File: src/rtl/control_sequencer_if.sv
// ----------------------------------------------------------------------------
// control_sequencer_if
// Connects the hardwired control sequencer to the single-bus datapath and to
// the register select-and-encode logic.
//   IR, Stop               : datapath -> sequencer (instruction word, halt request)
//   PCout/Zlowout/MDRout   : bus drive enables
//   MARin/Zin/PCin/MDRin/
//   IRin/Yin               : register load enables
//   IncPC, Read            : ALU PC+1 request, memory read strobe
//   Gra/Grb/Grc, Rin/Rout  : GPR field select and load/drive
//   alu_op                 : ALU operation code
//   Run, Illegal,
//   Instr_count            : status
// Modports: master = sequencer side, slave = datapath side.
// ----------------------------------------------------------------------------
interface control_sequencer_if #(
  parameter int IR_WIDTH     = 32,
  parameter int ALU_OP_WIDTH = 5,
  parameter int ICOUNT_WIDTH = 16
);
  logic [IR_WIDTH-1:0]     IR;
  logic                    Stop;
  logic                    PCout, Zlowout, MDRout;
  logic                    MARin, Zin, PCin, MDRin, IRin, Yin;
  logic                    IncPC, Read;
  logic                    Gra, Grb, Grc, Rin, Rout;
  logic [ALU_OP_WIDTH-1:0] alu_op;
  logic                    Run, Illegal;
  logic [ICOUNT_WIDTH-1:0] Instr_count;

  modport master (
    input  IR, Stop,
    output PCout, Zlowout, MDRout, MARin, Zin, PCin, MDRin, IRin, Yin,
           IncPC, Read, Gra, Grb, Grc, Rin, Rout, alu_op,
           Run, Illegal, Instr_count
  );

  modport slave (
    output IR, Stop,
    input  PCout, Zlowout, MDRout, MARin, Zin, PCin, MDRin, IRin, Yin,
           IncPC, Read, Gra, Grb, Grc, Rin, Rout, alu_op,
           Run, Illegal, Instr_count
  );
endinterface

File: src/rtl/control_sequencer.sv
// ----------------------------------------------------------------------------
// control_sequencer
// Hardwired Moore control unit for the single-bus datapath. Sequences
// instruction fetch (T0-T2) and register-register ALU execution (T3-T5),
// decodes NOP/HALT/undefined opcodes in T3, counts retired instructions and
// honours a Stop request at instruction boundaries.
// Ports:
//   Clock   : system clock, rising edge
//   Reset_n : asynchronous active-low reset, forces state RST
//   ctl     : control_sequencer_if.master (IR/Stop in, strobes and status out)
// ----------------------------------------------------------------------------
module control_sequencer #(
  parameter int IR_WIDTH     = 32,
  parameter int ALU_OP_WIDTH = 5,
  parameter int ICOUNT_WIDTH = 16
) (
  input  logic                Clock,
  input  logic                Reset_n,
  control_sequencer_if.master ctl
);

  localparam logic [ALU_OP_WIDTH-1:0] OP_ADD  = ALU_OP_WIDTH'(5'b00011);
  localparam logic [ALU_OP_WIDTH-1:0] OP_SUB  = ALU_OP_WIDTH'(5'b00100);
  localparam logic [ALU_OP_WIDTH-1:0] OP_AND  = ALU_OP_WIDTH'(5'b00101);
  localparam logic [ALU_OP_WIDTH-1:0] OP_OR   = ALU_OP_WIDTH'(5'b00110);
  localparam logic [ALU_OP_WIDTH-1:0] OP_SHR  = ALU_OP_WIDTH'(5'b00111);
  localparam logic [ALU_OP_WIDTH-1:0] OP_SHL  = ALU_OP_WIDTH'(5'b01000);
  localparam logic [ALU_OP_WIDTH-1:0] OP_NOP  = ALU_OP_WIDTH'(5'b11010);
  localparam logic [ALU_OP_WIDTH-1:0] OP_HALT = ALU_OP_WIDTH'(5'b11011);

  typedef enum logic [2:0] {
    S_RST, S_T0, S_T1, S_T2, S_T3, S_T4, S_T5, S_HALT
  } state_t;

  state_t                  state_q, state_d;
  logic                    illegal_q, illegal_d;
  logic [ICOUNT_WIDTH-1:0] icount_q, icount_d;

  logic [ALU_OP_WIDTH-1:0] opcode;
  logic                    retire;
  logic                    pc_out, zlow_out, mdr_out;
  logic                    mar_in, z_in, pc_in, mdr_in, ir_in, y_in;
  logic                    inc_pc, rd;
  logic                    gra, grb, grc, r_in, r_out;
  logic [ALU_OP_WIDTH-1:0] alu_op;

  assign opcode = ctl.IR[IR_WIDTH-1 -: ALU_OP_WIDTH];

  always_ff @(posedge Clock or negedge Reset_n) begin
    if (!Reset_n) begin
      state_q   <= S_RST;
      illegal_q <= 1'b0;
      icount_q  <= '0;
    end else begin
      state_q   <= state_d;
      illegal_q <= illegal_d;
      icount_q  <= icount_d;
    end
  end

  always_comb begin
    state_d   = state_q;
    illegal_d = illegal_q;
    icount_d  = icount_q;
    retire    = 1'b0;
    pc_out    = 1'b0;
    zlow_out  = 1'b0;
    mdr_out   = 1'b0;
    mar_in    = 1'b0;
    z_in      = 1'b0;
    pc_in     = 1'b0;
    mdr_in    = 1'b0;
    ir_in     = 1'b0;
    y_in      = 1'b0;
    inc_pc    = 1'b0;
    rd        = 1'b0;
    gra       = 1'b0;
    grb       = 1'b0;
    grc       = 1'b0;
    r_in      = 1'b0;
    r_out     = 1'b0;
    alu_op    = '0;

    unique case (state_q)
      S_RST: state_d = S_T0;
      S_T0: begin
        pc_out  = 1'b1;
        mar_in  = 1'b1;
        inc_pc  = 1'b1;
        z_in    = 1'b1;
        state_d = S_T1;
      end
      S_T1: begin
        zlow_out = 1'b1;
        pc_in    = 1'b1;
        rd       = 1'b1;
        mdr_in   = 1'b1;
        state_d  = S_T2;
      end
      S_T2: begin
        mdr_out = 1'b1;
        ir_in   = 1'b1;
        state_d = S_T3;
      end
      S_T3: begin
        case (opcode)
          OP_ADD, OP_SUB, OP_AND, OP_OR, OP_SHR, OP_SHL: begin
            grb     = 1'b1;
            r_out   = 1'b1;
            y_in    = 1'b1;
            state_d = S_T4;
          end
          OP_HALT: begin
            // HALT retires itself but never consults Stop.
            icount_d = icount_q + 1'b1;
            state_d  = S_HALT;
          end
          OP_NOP: retire = 1'b1;
          default: begin
            retire    = 1'b1;
            illegal_d = 1'b1;
          end
        endcase
      end
      S_T4: begin
        grc     = 1'b1;
        r_out   = 1'b1;
        z_in    = 1'b1;
        alu_op  = opcode;
        state_d = S_T5;
      end
      S_T5: begin
        zlow_out = 1'b1;
        gra      = 1'b1;
        r_in     = 1'b1;
        retire   = 1'b1;
      end
      S_HALT: state_d = S_HALT;
      default: state_d = S_RST;
    endcase

    // Instruction boundary: count the retiring instruction, then either
    // start the next fetch or park in HALT on a pending Stop.
    if (retire) begin
      icount_d = icount_q + 1'b1;
      state_d  = ctl.Stop ? S_HALT : S_T0;
    end
  end

  assign ctl.PCout       = pc_out;
  assign ctl.Zlowout     = zlow_out;
  assign ctl.MDRout      = mdr_out;
  assign ctl.MARin       = mar_in;
  assign ctl.Zin         = z_in;
  assign ctl.PCin        = pc_in;
  assign ctl.MDRin       = mdr_in;
  assign ctl.IRin        = ir_in;
  assign ctl.Yin         = y_in;
  assign ctl.IncPC       = inc_pc;
  assign ctl.Read        = rd;
  assign ctl.Gra         = gra;
  assign ctl.Grb         = grb;
  assign ctl.Grc         = grc;
  assign ctl.Rin         = r_in;
  assign ctl.Rout        = r_out;
  assign ctl.alu_op      = alu_op;
  assign ctl.Run         = (state_q != S_RST) && (state_q != S_HALT);
  assign ctl.Illegal     = illegal_q;
  assign ctl.Instr_count = icount_q;

endmodule

File: src/flat_wrapper.sv
// flat-port wrapper written by rule: the top's interface ports become plain ports
module control_sequencer_flat 
#(
  parameter int IR_WIDTH     = 32,
  parameter int ALU_OP_WIDTH = 5,
  parameter int ICOUNT_WIDTH = 16
)
  (Clock, Reset_n, ctl_IR, ctl_Stop, ctl_PCout, ctl_Zlowout, ctl_MDRout, ctl_MARin, ctl_Zin, ctl_PCin, ctl_MDRin, ctl_IRin, ctl_Yin, ctl_IncPC, ctl_Read, ctl_Gra, ctl_Grb, ctl_Grc, ctl_Rin, ctl_Rout, ctl_alu_op, ctl_Run, ctl_Illegal, ctl_Instr_count);
  control_sequencer_if #(.IR_WIDTH(IR_WIDTH), .ALU_OP_WIDTH(ALU_OP_WIDTH), .ICOUNT_WIDTH(ICOUNT_WIDTH)) ctl_i ();
  input  logic Clock;
  input  logic Reset_n;
  input wire logic [$bits(ctl_i.IR)-1:0] ctl_IR;
  input wire logic [$bits(ctl_i.Stop)-1:0] ctl_Stop;
  output wire logic [$bits(ctl_i.PCout)-1:0] ctl_PCout;
  output wire logic [$bits(ctl_i.Zlowout)-1:0] ctl_Zlowout;
  output wire logic [$bits(ctl_i.MDRout)-1:0] ctl_MDRout;
  output wire logic [$bits(ctl_i.MARin)-1:0] ctl_MARin;
  output wire logic [$bits(ctl_i.Zin)-1:0] ctl_Zin;
  output wire logic [$bits(ctl_i.PCin)-1:0] ctl_PCin;
  output wire logic [$bits(ctl_i.MDRin)-1:0] ctl_MDRin;
  output wire logic [$bits(ctl_i.IRin)-1:0] ctl_IRin;
  output wire logic [$bits(ctl_i.Yin)-1:0] ctl_Yin;
  output wire logic [$bits(ctl_i.IncPC)-1:0] ctl_IncPC;
  output wire logic [$bits(ctl_i.Read)-1:0] ctl_Read;
  output wire logic [$bits(ctl_i.Gra)-1:0] ctl_Gra;
  output wire logic [$bits(ctl_i.Grb)-1:0] ctl_Grb;
  output wire logic [$bits(ctl_i.Grc)-1:0] ctl_Grc;
  output wire logic [$bits(ctl_i.Rin)-1:0] ctl_Rin;
  output wire logic [$bits(ctl_i.Rout)-1:0] ctl_Rout;
  output wire logic [$bits(ctl_i.alu_op)-1:0] ctl_alu_op;
  output wire logic [$bits(ctl_i.Run)-1:0] ctl_Run;
  output wire logic [$bits(ctl_i.Illegal)-1:0] ctl_Illegal;
  output wire logic [$bits(ctl_i.Instr_count)-1:0] ctl_Instr_count;
  assign ctl_i.IR = ctl_IR;
  assign ctl_i.Stop = ctl_Stop;
  assign ctl_PCout = ctl_i.PCout;
  assign ctl_Zlowout = ctl_i.Zlowout;
  assign ctl_MDRout = ctl_i.MDRout;
  assign ctl_MARin = ctl_i.MARin;
  assign ctl_Zin = ctl_i.Zin;
  assign ctl_PCin = ctl_i.PCin;
  assign ctl_MDRin = ctl_i.MDRin;
  assign ctl_IRin = ctl_i.IRin;
  assign ctl_Yin = ctl_i.Yin;
  assign ctl_IncPC = ctl_i.IncPC;
  assign ctl_Read = ctl_i.Read;
  assign ctl_Gra = ctl_i.Gra;
  assign ctl_Grb = ctl_i.Grb;
  assign ctl_Grc = ctl_i.Grc;
  assign ctl_Rin = ctl_i.Rin;
  assign ctl_Rout = ctl_i.Rout;
  assign ctl_alu_op = ctl_i.alu_op;
  assign ctl_Run = ctl_i.Run;
  assign ctl_Illegal = ctl_i.Illegal;
  assign ctl_Instr_count = ctl_i.Instr_count;
  control_sequencer #(.IR_WIDTH(IR_WIDTH), .ALU_OP_WIDTH(ALU_OP_WIDTH), .ICOUNT_WIDTH(ICOUNT_WIDTH)) u_core (.Clock(Clock), .Reset_n(Reset_n), .ctl(ctl_i));
endmodule
File: config.mk
export PLATFORM = sky130hd
export DESIGN_NAME = control_sequencer_flat
export DESIGN_NICKNAME = d
export VERILOG_FILES = /design/src/rtl/control_sequencer_if.sv /design/src/rtl/control_sequencer.sv /design/src/flat_wrapper.sv
export SDC_FILE = /design/constraint.sdc
export NUM_CORES = 1
export LEC_CHECK = 0
export ABC_AREA = 1
export CAP_MARGIN = 20
export CORE_MARGIN = 1
export CORE_UTILIZATION = 42
export CTS_CLUSTER_SIZE = 16
export DETAILED_ROUTE_END_ITERATION = 8
export PLACE_DENSITY = 0.86
export SLEW_MARGIN = 20
export SYNTH_ARGS = -nofsm -noshare
export SYNTH_HDL_FRONTEND = slang
export SYNTH_SLANG_ARGS = --single-unit
File: constraint.sdc
create_clock -name Clock -period 3.5 [get_ports Clock]
set_input_delay 0.7 -clock Clock [delete_from_list [all_inputs] [get_ports Clock]]
set_output_delay 0.7 -clock Clock [all_outputs]
set_load 0.02 [all_outputs]
==> out/results.txt <==
PwrDens: 632 nW/um2
DRT iter0 DRCs: 42
1st-pass router iterations: 4
status: finished clean
Final ANT Viol Nets: 0
clock sink count: 20
area of the mapped netlist: 1350 um2
# resized after CTS: 0
data required time of the critical path: 2.80 ns
Area Growth Syn to Fin: 35.9%
register area share after synthesis: 37.1%
Cell Rows: 20
arrival time worst endpoint: 2.47 ns
Vias: 1346
final hold violation count: 0
Setup crit start kind: input pin
Residual DRC: 0
die area: 3440 um2
Port Buffers: 46
Least-Margin Pin Slew: 0.881 ns
Worst Skew: 0.00329 ns
vias in the first global route: 1166
most frequent cells in the layout: 68 x nand2_1, 46 x clkdlybuf4s50_1, 27 x nor2_1
relative max-transition margin: 41.1%
syn avg cell area: 6.81 um2
Yosys reg bits: 20
Nets: 277
critical path class: input pin to output pin
cts bufs inserted: 3
average wire per standard cell: 10.8 um
unrepaired setup endpoints after global routing: false
gr usage total: 18.6%
Crit. End Element: output pin
first-pass GRT wire length: 4950 um
gp weighted congestion: 0.871
maximum VDD drop: 0.329 mV
Horiz. Die Dim: 58.6 um
total number of yosys warnings: 0
Root Buffer: clkbuf_4
initial antenna violation count: 0
hold-fix buffers at CTS: 0
reg-to-reg critical path startpoint: u_core.ctl.Instr_count[0]
Slew Limit Fails: 0
core box area: 3050 um2
Mapped Cells: 198
hold_sp: u_core.ctl.Illegal
Tot Pwr: 1.16 mW
Achievable Freq: 316 MHz
worst-path maximum fanout: 4
# setup viols final: 0
H-tree depth: 1
Max Cap Violations: 0
synthesized net count: 234
ant diodes: 0
Tmin final: 3.17 ns
share of layout cells above drive strength 1: 4.17%
commonest non-fill, non-tap cell in the layout: nand2_1
Worst Hold Class: register to register
Worst-Skew Late Latency: 0.30 ns
Reg clk slew, reported paths: 0.12 ns
Max Buffers Root-to-Sink: 2
grt total ovfl: 0
Die Height: 58.6 um
critical path launch point: ctl_IR[30]
total negative slack: 0 ns
initial core utilization: 44.1%
post-synthesis cell type count: 20
DRT Wirelength: 3070 um
I/O pins: 74
CTS tree: yes
Tcrit/Tclk final: 90.5%
drt via density: 4.74
post-detail-place hpwl: 2430 um
Leak: 0.812 nW
Setup Buffers After CTS: 0
pin count of the biggest net entering global routing: 21
==> worst paths after layout <==
kind | endpoint | slack (ns) | depth (start not counted)
max in group asynchronous | u_core.ctl.Instr_count[14] | 2.08 | 1
worst max-delay path | ctl_Rout | 0.33 | 8
worst max register to register | u_core.ctl.Instr_count[12] | 1.86 | 7
min in group asynchronous | u_core.ctl.Instr_count[9] | 0.88 | 1
worst min register to register | u_core.ctl.Illegal | 0.47 | 1
worst min-delay path | u_core.ctl.Illegal | 0.47 | 1
==> cell usage after synthesis <==
master | n | share of area, %
inv_1 | 26 | 7.2
o22ai_1 | 1 | 0.46
nand2_1 | 68 | 19
a31oi_4 | 1 | 1.6
o21ai_0 | 13 | 4.8
a21oi_1 | 1 | 0.37
xor2_1 | 10 | 6.5
buf_6 | 2 | 1.7
nand3_1 | 10 | 3.7
nor3_1 | 2 | 0.74
o21ai_2 | 1 | 0.65
ha_1 | 1 | 0.93
nand4_1 | 3 | 1.4
a31oi_1 | 1 | 0.46
dfrtp_1 | 20 | 37
nor2_4 | 1 | 0.84
nor2_1 | 27 | 7.5
inv_2 | 2 | 0.56
buf_4 | 7 | 3.9
a21o_1 | 1 | 0.56
==> final cells by class <==
cell class	instances	area (um2)
Fill cell	317	1220
Multi-Input combinational cell	141	667
Sequential cell	20	500
Timing Repair Buffer	47	468
Inverter	28	105
Tap cell	44	55.1
Clock buffer	4	36.3
==> critical path, stage by stage <==
cell             delay (ns)
clkdlybuf4s50_1        0.46
inv_1                  0.07
nor2_1                 0.13
nand2_1                0.07
nand2_1                0.12
nand2_1                0.13
o21ai_0                0.16
clkdlybuf4s50_1        0.62
==> routing by layer <==
metal | track usage, % | vias to the layer above | wire (um)
met5 | 0 | - | 0
met4 | 3.06 | 0 | 13
met3 | 3.96 | 2 | 147
met2 | 32.5 | 33 | 1480
met1 | 24.1 | 626 | 1430
li1 | - | 685 | -
==> registers in the layout, summed over array words and instances, names as in the netlist <==
name and cells:
u_core.ctl.Illegal 1, u_core.ctl.Instr_count 16, u_core.state_q 3
==> metrics by stage <==
step	utilization [%]	worst slack (ns)	hold slack (ns)	cell area, um2	cells
6_report	60.0	0.332	0.467	1830	284
3_5_place_dp	58.8	0.354	0.444	1800	280
5_1_grt	60.0	0.231	0.499	1830	284
2_1_floorplan	-	1.14	0.404	1350	198
3_3_place_gp	58.8	0.368	0.438	1800	280
4_1_cts	60.0	0.352	0.471	1830	284
==> cell families after synthesis <==
| group | count (synthesis) | share of synthesized area (%) |
|---|---|---|
| buffers and inverters | 37 | 13.4 |
| AND/OR/NAND/NOR | 111 | 33.1 |
| adder cells (fa/ha/maj) | 1 | 0.928 |
| flip-flops | 20 | 37.1 |
| AO/OA/AOI/OAI | 19 | 8.91 |
| XOR/XNOR | 10 | 6.50 |
==> report_power, final <==
group	switching [mW]	internal (mW)
clock network	0.0735	0.0635
logic	0.391	0.288
registers	0.0638	0.277
Note: power is estimated with default switching activity, not from simulation.
